## config.mk

```make
export PLATFORM = sky130hd
export DESIGN_NAME = fetch_sequencer
export DESIGN_NICKNAME = d
export VERILOG_FILES = /design/src/rtl/fetch_sequencer_pkg.sv /design/src/rtl/fetch_sequencer_pc_next_logic.sv /design/src/rtl/fetch_sequencer.sv
export SDC_FILE = /design/constraint.sdc
export NUM_CORES = 1
export LEC_CHECK = 0
export CAP_MARGIN = 20
export CORE_MARGIN = 3
export CORE_UTILIZATION = 25
export CTS_BUF_LIST = sky130_fd_sc_hd__clkbuf_16
export DETAILED_ROUTE_END_ITERATION = 8
export GPL_ROUTABILITY_DRIVEN = 0
export PLACE_DENSITY = 0.48
export SYNTH_ARGS = -nofsm -noshare
export SYNTH_HDL_FRONTEND = slang
export SYNTH_SLANG_ARGS = --single-unit
```

## constraint.sdc

```tcl
create_clock -name clk -period 13 [get_ports clk]
set_clock_uncertainty 0.05 [all_clocks]
set_input_delay 1.95 -clock clk [delete_from_list [all_inputs] [get_ports clk]]
set_output_delay 1.95 -clock clk [all_outputs]
set_load 0.05 [all_outputs]
```

## src/rtl/fetch_sequencer_pkg.sv

```systemverilog
// Shared definitions for the fetch side of the Control opcode/state interface:
// state codes, terminal-state membership, instruction field positions and the
// next-PC source selector.
package fetch_sequencer_pkg;

    localparam int unsigned STATE_W    = 4;
    localparam int unsigned OPCODE_W   = 6;
    localparam int unsigned JUMP_TGT_W = 26;
    localparam int unsigned IMM_W      = 16;

    // Control state codes (12..15 are illegal)
    localparam logic [3:0] ST_IF      = 4'd0;
    localparam logic [3:0] ST_RF      = 4'd1;
    localparam logic [3:0] ST_IMM2    = 4'd2;
    localparam logic [3:0] ST_ALU_R3  = 4'd3;
    localparam logic [3:0] ST_ALU_RI3 = 4'd4;
    localparam logic [3:0] ST_ALU_4   = 4'd5;
    localparam logic [3:0] ST_BRANCH3 = 4'd6;
    localparam logic [3:0] ST_MEMREF3 = 4'd7;
    localparam logic [3:0] ST_LOAD4   = 4'd8;
    localparam logic [3:0] ST_STORE4  = 4'd9;
    localparam logic [3:0] ST_LOAD5   = 4'd10;
    localparam logic [3:0] ST_JUMP3   = 4'd11;

    typedef enum logic [1:0] {
        PC_HOLD   = 2'd0,
        PC_SEQ    = 2'd1,
        PC_BRANCH = 2'd2,
        PC_JUMP   = 2'd3
    } pc_sel_t;

    // Leaving one of these states retires the instruction
    function automatic logic is_terminal(input logic [STATE_W-1:0] s);
        return (s == ST_IMM2)    || (s == ST_ALU_4) || (s == ST_BRANCH3) ||
               (s == ST_STORE4)  || (s == ST_LOAD5) || (s == ST_JUMP3);
    endfunction

    function automatic logic is_legal(input logic [STATE_W-1:0] s);
        return s <= ST_JUMP3;
    endfunction

endpackage

```

## src/rtl/fetch_sequencer_pc_next_logic.sv

```systemverilog
// Combinational next-PC selection (sequential / taken branch / jump / hold)
// and the PC update decision.
//   state      : current Control state code
//   zero       : ALU zero flag, only meaningful in BRANCH3
//   imem_ready : fetch data valid, only meaningful in IF
//   pc         : current PC
//   ir_lo      : IR[25:0] (jump target; low 16 bits are the branch offset)
//   pc_next_c  : PC value to load when pc_update_c is high
//   pc_update_c: PC is written at the next edge
module fetch_sequencer_pc_next_logic
    import fetch_sequencer_pkg::*;
#(
    parameter int unsigned ADDR_W = 32
) (
    input  logic [STATE_W-1:0]    state,
    input  logic                  zero,
    input  logic                  imem_ready,
    input  logic [ADDR_W-1:0]     pc,
    input  logic [JUMP_TGT_W-1:0] ir_lo,
    output logic [ADDR_W-1:0]     pc_next_c,
    output logic                  pc_update_c
);

    pc_sel_t           pc_sel;
    logic [ADDR_W-1:0] br_off;

    // Word offset, sign-extended then scaled to bytes
    assign br_off = {{(ADDR_W-IMM_W-2){ir_lo[IMM_W-1]}}, ir_lo[IMM_W-1:0], 2'b00};

    // Select the PC source for this state
    always_comb begin
        pc_sel = PC_HOLD;
        case (state)
            ST_IF:      if (imem_ready) pc_sel = PC_SEQ;
            ST_BRANCH3: if (zero)       pc_sel = PC_BRANCH;
            ST_JUMP3:                   pc_sel = PC_JUMP;
            default:                    pc_sel = PC_HOLD;
        endcase
    end

    // Form the next PC; all arithmetic wraps at ADDR_W bits
    always_comb begin
        pc_next_c   = pc;
        pc_update_c = 1'b0;
        case (pc_sel)
            PC_SEQ: begin
                pc_next_c   = pc + ADDR_W'(4);
                pc_update_c = 1'b1;
            end
            PC_BRANCH: begin
                pc_next_c   = pc + br_off;
                pc_update_c = 1'b1;
            end
            PC_JUMP: begin
                pc_next_c   = {pc[ADDR_W-1:28], ir_lo, 2'b00};
                pc_update_c = 1'b1;
            end
            default: begin
                pc_next_c   = pc;
                pc_update_c = 1'b0;
            end
        endcase
    end

endmodule

```

## src/rtl/fetch_sequencer.sv

```systemverilog
// Fetch sequencer: owns PC and IR, drives the instruction-memory address and
// the opcode seen by Control, counts retired instructions and flags illegal
// Control states.
//   clk, rst_n    : clock, synchronous active-low reset
//   state         : Control state code
//   zero          : ALU zero flag (BRANCH3)
//   imem_rdata    : instruction-memory read data for imem_addr
//   imem_ready    : imem_rdata valid (IF only)
//   imem_addr     : current PC (combinational)
//   opcode        : opcode to Control (combinational)
//   ir            : registered instruction
//   fetch_stall   : Control must hold state (combinational)
//   pc_write      : registered pulse after each PC update
//   instr_count   : saturating retired-instruction count
//   illegal_state : sticky illegal-state flag
module fetch_sequencer
    import fetch_sequencer_pkg::*;
#(
    parameter int unsigned     ADDR_W   = 32,
    parameter int unsigned     INSTR_W  = 32,
    parameter logic [ADDR_W-1:0] RESET_PC = '0,
    parameter int unsigned     CNT_W    = 16
) (
    input  logic                 clk,
    input  logic                 rst_n,
    input  logic [STATE_W-1:0]   state,
    input  logic                 zero,
    input  logic [INSTR_W-1:0]   imem_rdata,
    input  logic                 imem_ready,
    output logic [ADDR_W-1:0]    imem_addr,
    output logic [OPCODE_W-1:0]  opcode,
    output logic [INSTR_W-1:0]   ir,
    output logic                 fetch_stall,
    output logic                 pc_write,
    output logic [CNT_W-1:0]     instr_count,
    output logic                 illegal_state
);

    logic [ADDR_W-1:0] pc;
    logic [ADDR_W-1:0] pc_next_c;
    logic              pc_update_c;
    logic              in_if_c;
    logic              ir_load_c;

    assign in_if_c     = (state == ST_IF);
    assign ir_load_c   = in_if_c && imem_ready;
    assign imem_addr   = pc;
    assign fetch_stall = in_if_c && !imem_ready;

    // Control decodes during IF, so the opcode comes straight from memory then
    assign opcode = in_if_c ? imem_rdata[INSTR_W-1 -: OPCODE_W]
                            : ir[INSTR_W-1 -: OPCODE_W];

    fetch_sequencer_pc_next_logic #(
        .ADDR_W (ADDR_W)
    ) u_pc_next (
        .state       (state),
        .zero        (zero),
        .imem_ready  (imem_ready),
        .pc          (pc),
        .ir_lo       (ir[JUMP_TGT_W-1:0]),
        .pc_next_c   (pc_next_c),
        .pc_update_c (pc_update_c)
    );

    // PC, IR, retire counter and error flag
    always_ff @(posedge clk) begin
        if (!rst_n) begin
            pc            <= RESET_PC;
            ir            <= '0;
            instr_count   <= '0;
            illegal_state <= 1'b0;
            pc_write      <= 1'b0;
        end else begin
            pc_write <= pc_update_c;
            if (pc_update_c) begin
                pc <= pc_next_c;
            end
            if (ir_load_c) begin
                ir <= imem_rdata;
            end
            if (!is_legal(state)) begin
                illegal_state <= 1'b1;
            end
            if (is_terminal(state) && (instr_count != {CNT_W{1'b1}})) begin
                instr_count <= instr_count + CNT_W'(1);
            end
        end
    end

endmodule

```

==> impl_metrics.py <==
metrics = {
    "yosys": {
        "synth_top_area_share_pct": 31.8,
        "synth-seq-cells": 80,
        "yosysSeqAreaShare_pct": 31.8,
        "syn_area_per_cell_um2": 7.55,
        "synth.area.top_cells": "dfxtp_1 32%, nand2_1 8.5%, a21oi_1 6.6%",
        "synthTopCellsByCount": "114 x nand2_1, 80 x dfxtp_1, 66 x a21oi_1",
        "netlist_instances": 667,
        "syn_area_mm2": 0.00503,
        "synth_edf_count": 0,
        "synth_warnings": 0,
        "async_flop_share_pct": 0,
        "synth.distinct_cells": 76,
        "yosysTopAreaCell": "dfxtp_1",
        "synth_most_common_cell": "nand2_1",
        "ys.flop_type": "dfxtp_1",
    },
    "clock_network": {
        "clockRootBuffer": "clkbuf_16",
        "clock_path_buffers": 2,
        "clkSinkCount": 80,
        "cts_hold_buf": 0,
        "clk_latency_ns": 0.35,
        "cts_tree": "done",
        "cts_resized": 0,
        "numCtsBuffers": 9,
        "clkTransAtPathRegs_ns": 0.07,
        "htree_levels": 3,
        "post-cts-setup-buffers": 0,
    },
    "final_layout": {
        "syn_to_final_growth_pct": 35.0,
        "nets": 823,
        "final_cells": 1031,
        "utilization_pct": 34.7,
        "diodes": 0,
        "drive_above_1_share_pct": 5.74,
    },
    "floorplan": {
        "die_height_um": 148,
        "initial_utilization_pct": 25.7,
        "core_mm2": 0.0196,
        "io_pins": 129,
        "row_count": 51,
        "dieArea_mm2": 0.0219,
        "die_w_um": 148,
    },
    "power_and_ir_drop": {
        "power_density_mw_per_mm2": 90.9,
        "leakagePower_nw": 2.41,
        "peakVddDrop_mv": 0.0640,
    },
    "sta": {
        "fin_crit_sh_pct": 51.4,
        "finalWorstPathRequiredPeriod_ns": 6.68,
        "setup_tns_ns": 0,
        "drv_slew": 0,
        "relSlewSlack_pct": 35.7,
        "rsz0062_at_grt": "no",
        "setup_viol": 0,
        "max_freq_mhz": 150,
        "fin_ws_ns": 6.32,
        "tightest_slew_ns": 0.965,
        "hold_violations": 0,
    },
    "worst_setup_path": {
        "start_kind": "primary input",
        "slowest_stage": "ha_1",
        "cp_data_arrival_time_ns": 6.89,
        "crit_path_end_kind": "flip-flop",
        "crit_buf_inv": 1,
        "crit_type": "primary input to flip-flop",
        "slowest_delay_ns": 0.57,
        "path_max_fanout": 18,
        "cp_cell_sequence": "clkdlybuf4s50_1 -> nor4bb_1 -> o21a_1 -> ha_1 -> nand2b_1 -> ha_1 -> fa_1 -> a211oi_2 -> o21ai_1 -> a21oi_2 -> o21ai_2 -> or2_1 -> maj3_2 -> or4_4 -> a2111o_1 -> a31oi_1",
        "cp_top_family": "adder cells",
        "crit_path_frequent_cell": "ha_1",
        "crit_required_ns": 13.22,
    },
    "drt": {
        "wl_per_cell_um": 15.8,
        "vias": 4962,
        "routed_wl_um": 16300,
        "postRouteAntennaNets": 0,
        "drc_errors": 0,
        "drt_first_pass_iters": 4,
        "vias_per_cell": 4.81,
        "first_iter_violations": 309,
    },
    "global_routing": {
        "grt_pass1_vias": 4828,
        "antenna_found_initial": 0,
        "grt_overflow": 0,
        "grt_pass1_wl_um": 26100,
        "grt_max_degree": 63,
        "track_usage_pct": 14.8,
    },
    "outcome": {
        "status": "finished, final reports clean",
    },
    "place": {
        "hpwl_um": 11500,
        "io_buffers": 126,
        "placed_cells": 1015,
        "dp_slack_ns": 5.96,
    },
    "worst_hold_path": {
        "hold_class": "flip-flop to flip-flop",
    },
    "job": {
        "max_cap_violations": 0,
    },
}
layout make-up:
type / count / area (um^2)
clock buffer: 9 / 225
clock inverter: 6 / 85.1
fill: 2150 / 12800
inverter: 14 / 52.6
multi-input combinational: 524 / 3190
sequential: 80 / 1600
tap: 265 / 332
timing repair buffer: 133 / 1310
worst paths after layout:
kind / cells past startpoint / from / slack [ns] / to
worst max register to register: 12 / ir[0] / 9.20 / imem_addr[30]
worst min-delay path: 2 / ir[21] / 0.42 / ir[21]
worst max-delay path: 16 / state[3] / 6.32 / imem_addr[30]
worst min register to register: 2 / ir[21] / 0.42 / ir[21]
worst min-delay path: stages, from the launching register on:
cell	delay, ns
dfxtp_1	0.32
nand2_1	0.05
a21oi_1	0.05
state kept, by name (all words and copies together) (netlist names):
signal	count
illegal_state	1
imem_addr	30
instr_count	16
ir	32
pc_write	1
cell usage in the layout (no fill, tap or decap), drive strengths merged, types with 8 or more instances in the layout:
master / instances
nor3: 14
nand2: 114
or3: 8
clkbuf: 10
dfxtp: 80
and3: 9
o21ai: 31
nand4: 9
a21oi: 67
mux2: 8
clkdlybuf4s50: 126
nand3: 20
nor2: 56
nor4: 9
xnor2: 11
xor2: 13
inv: 15
and2: 20
mux2i: 13
ha: 20
stage by stage:
step	hold WS (ns)	power [mW]	area (um^2)
after floorplan	0.632	0.314	5040
after global placement	0.411	0.348	6480
after detailed placement	0.416	0.348	6480
after CTS	0.424	0.628	6790
after global routing	0.442	0.645	6800
final	0.422	0.618	6800
cells by family (layout without fill, tap and decap cells):
kind of cell,Yosys count,after routing,share of synthesized area (%)
and+or+nand+nor,280,280,26.1
AOI/OAI and AO/OA,175,175,22.8
DFF,80,80,31.8
buffers and inverters,64,162,5.10
xor gates and xnor gates,24,24,4.18
adders and majority gates,22,22,5.59
muxes,21,21,4.37
other,1,2,0.0745
power breakdown:
part | internal [mW] | switching (mW)
clock network | 0.167 | 0.109
registers | 0.251 | 0.00521
logic | 0.0337 | 0.0526
total | 0.451 | 0.167
per-layer routing:
layer	vias up	part of all wire [%]	track usage (%)
met4	0	1.3	3.97
met5	-	0	0
met1	2277	47	19.6
met3	15	8.1	5.36
met2	126	44	22.9
li1	2544	-	-
(Power assumes the default switching activity.)
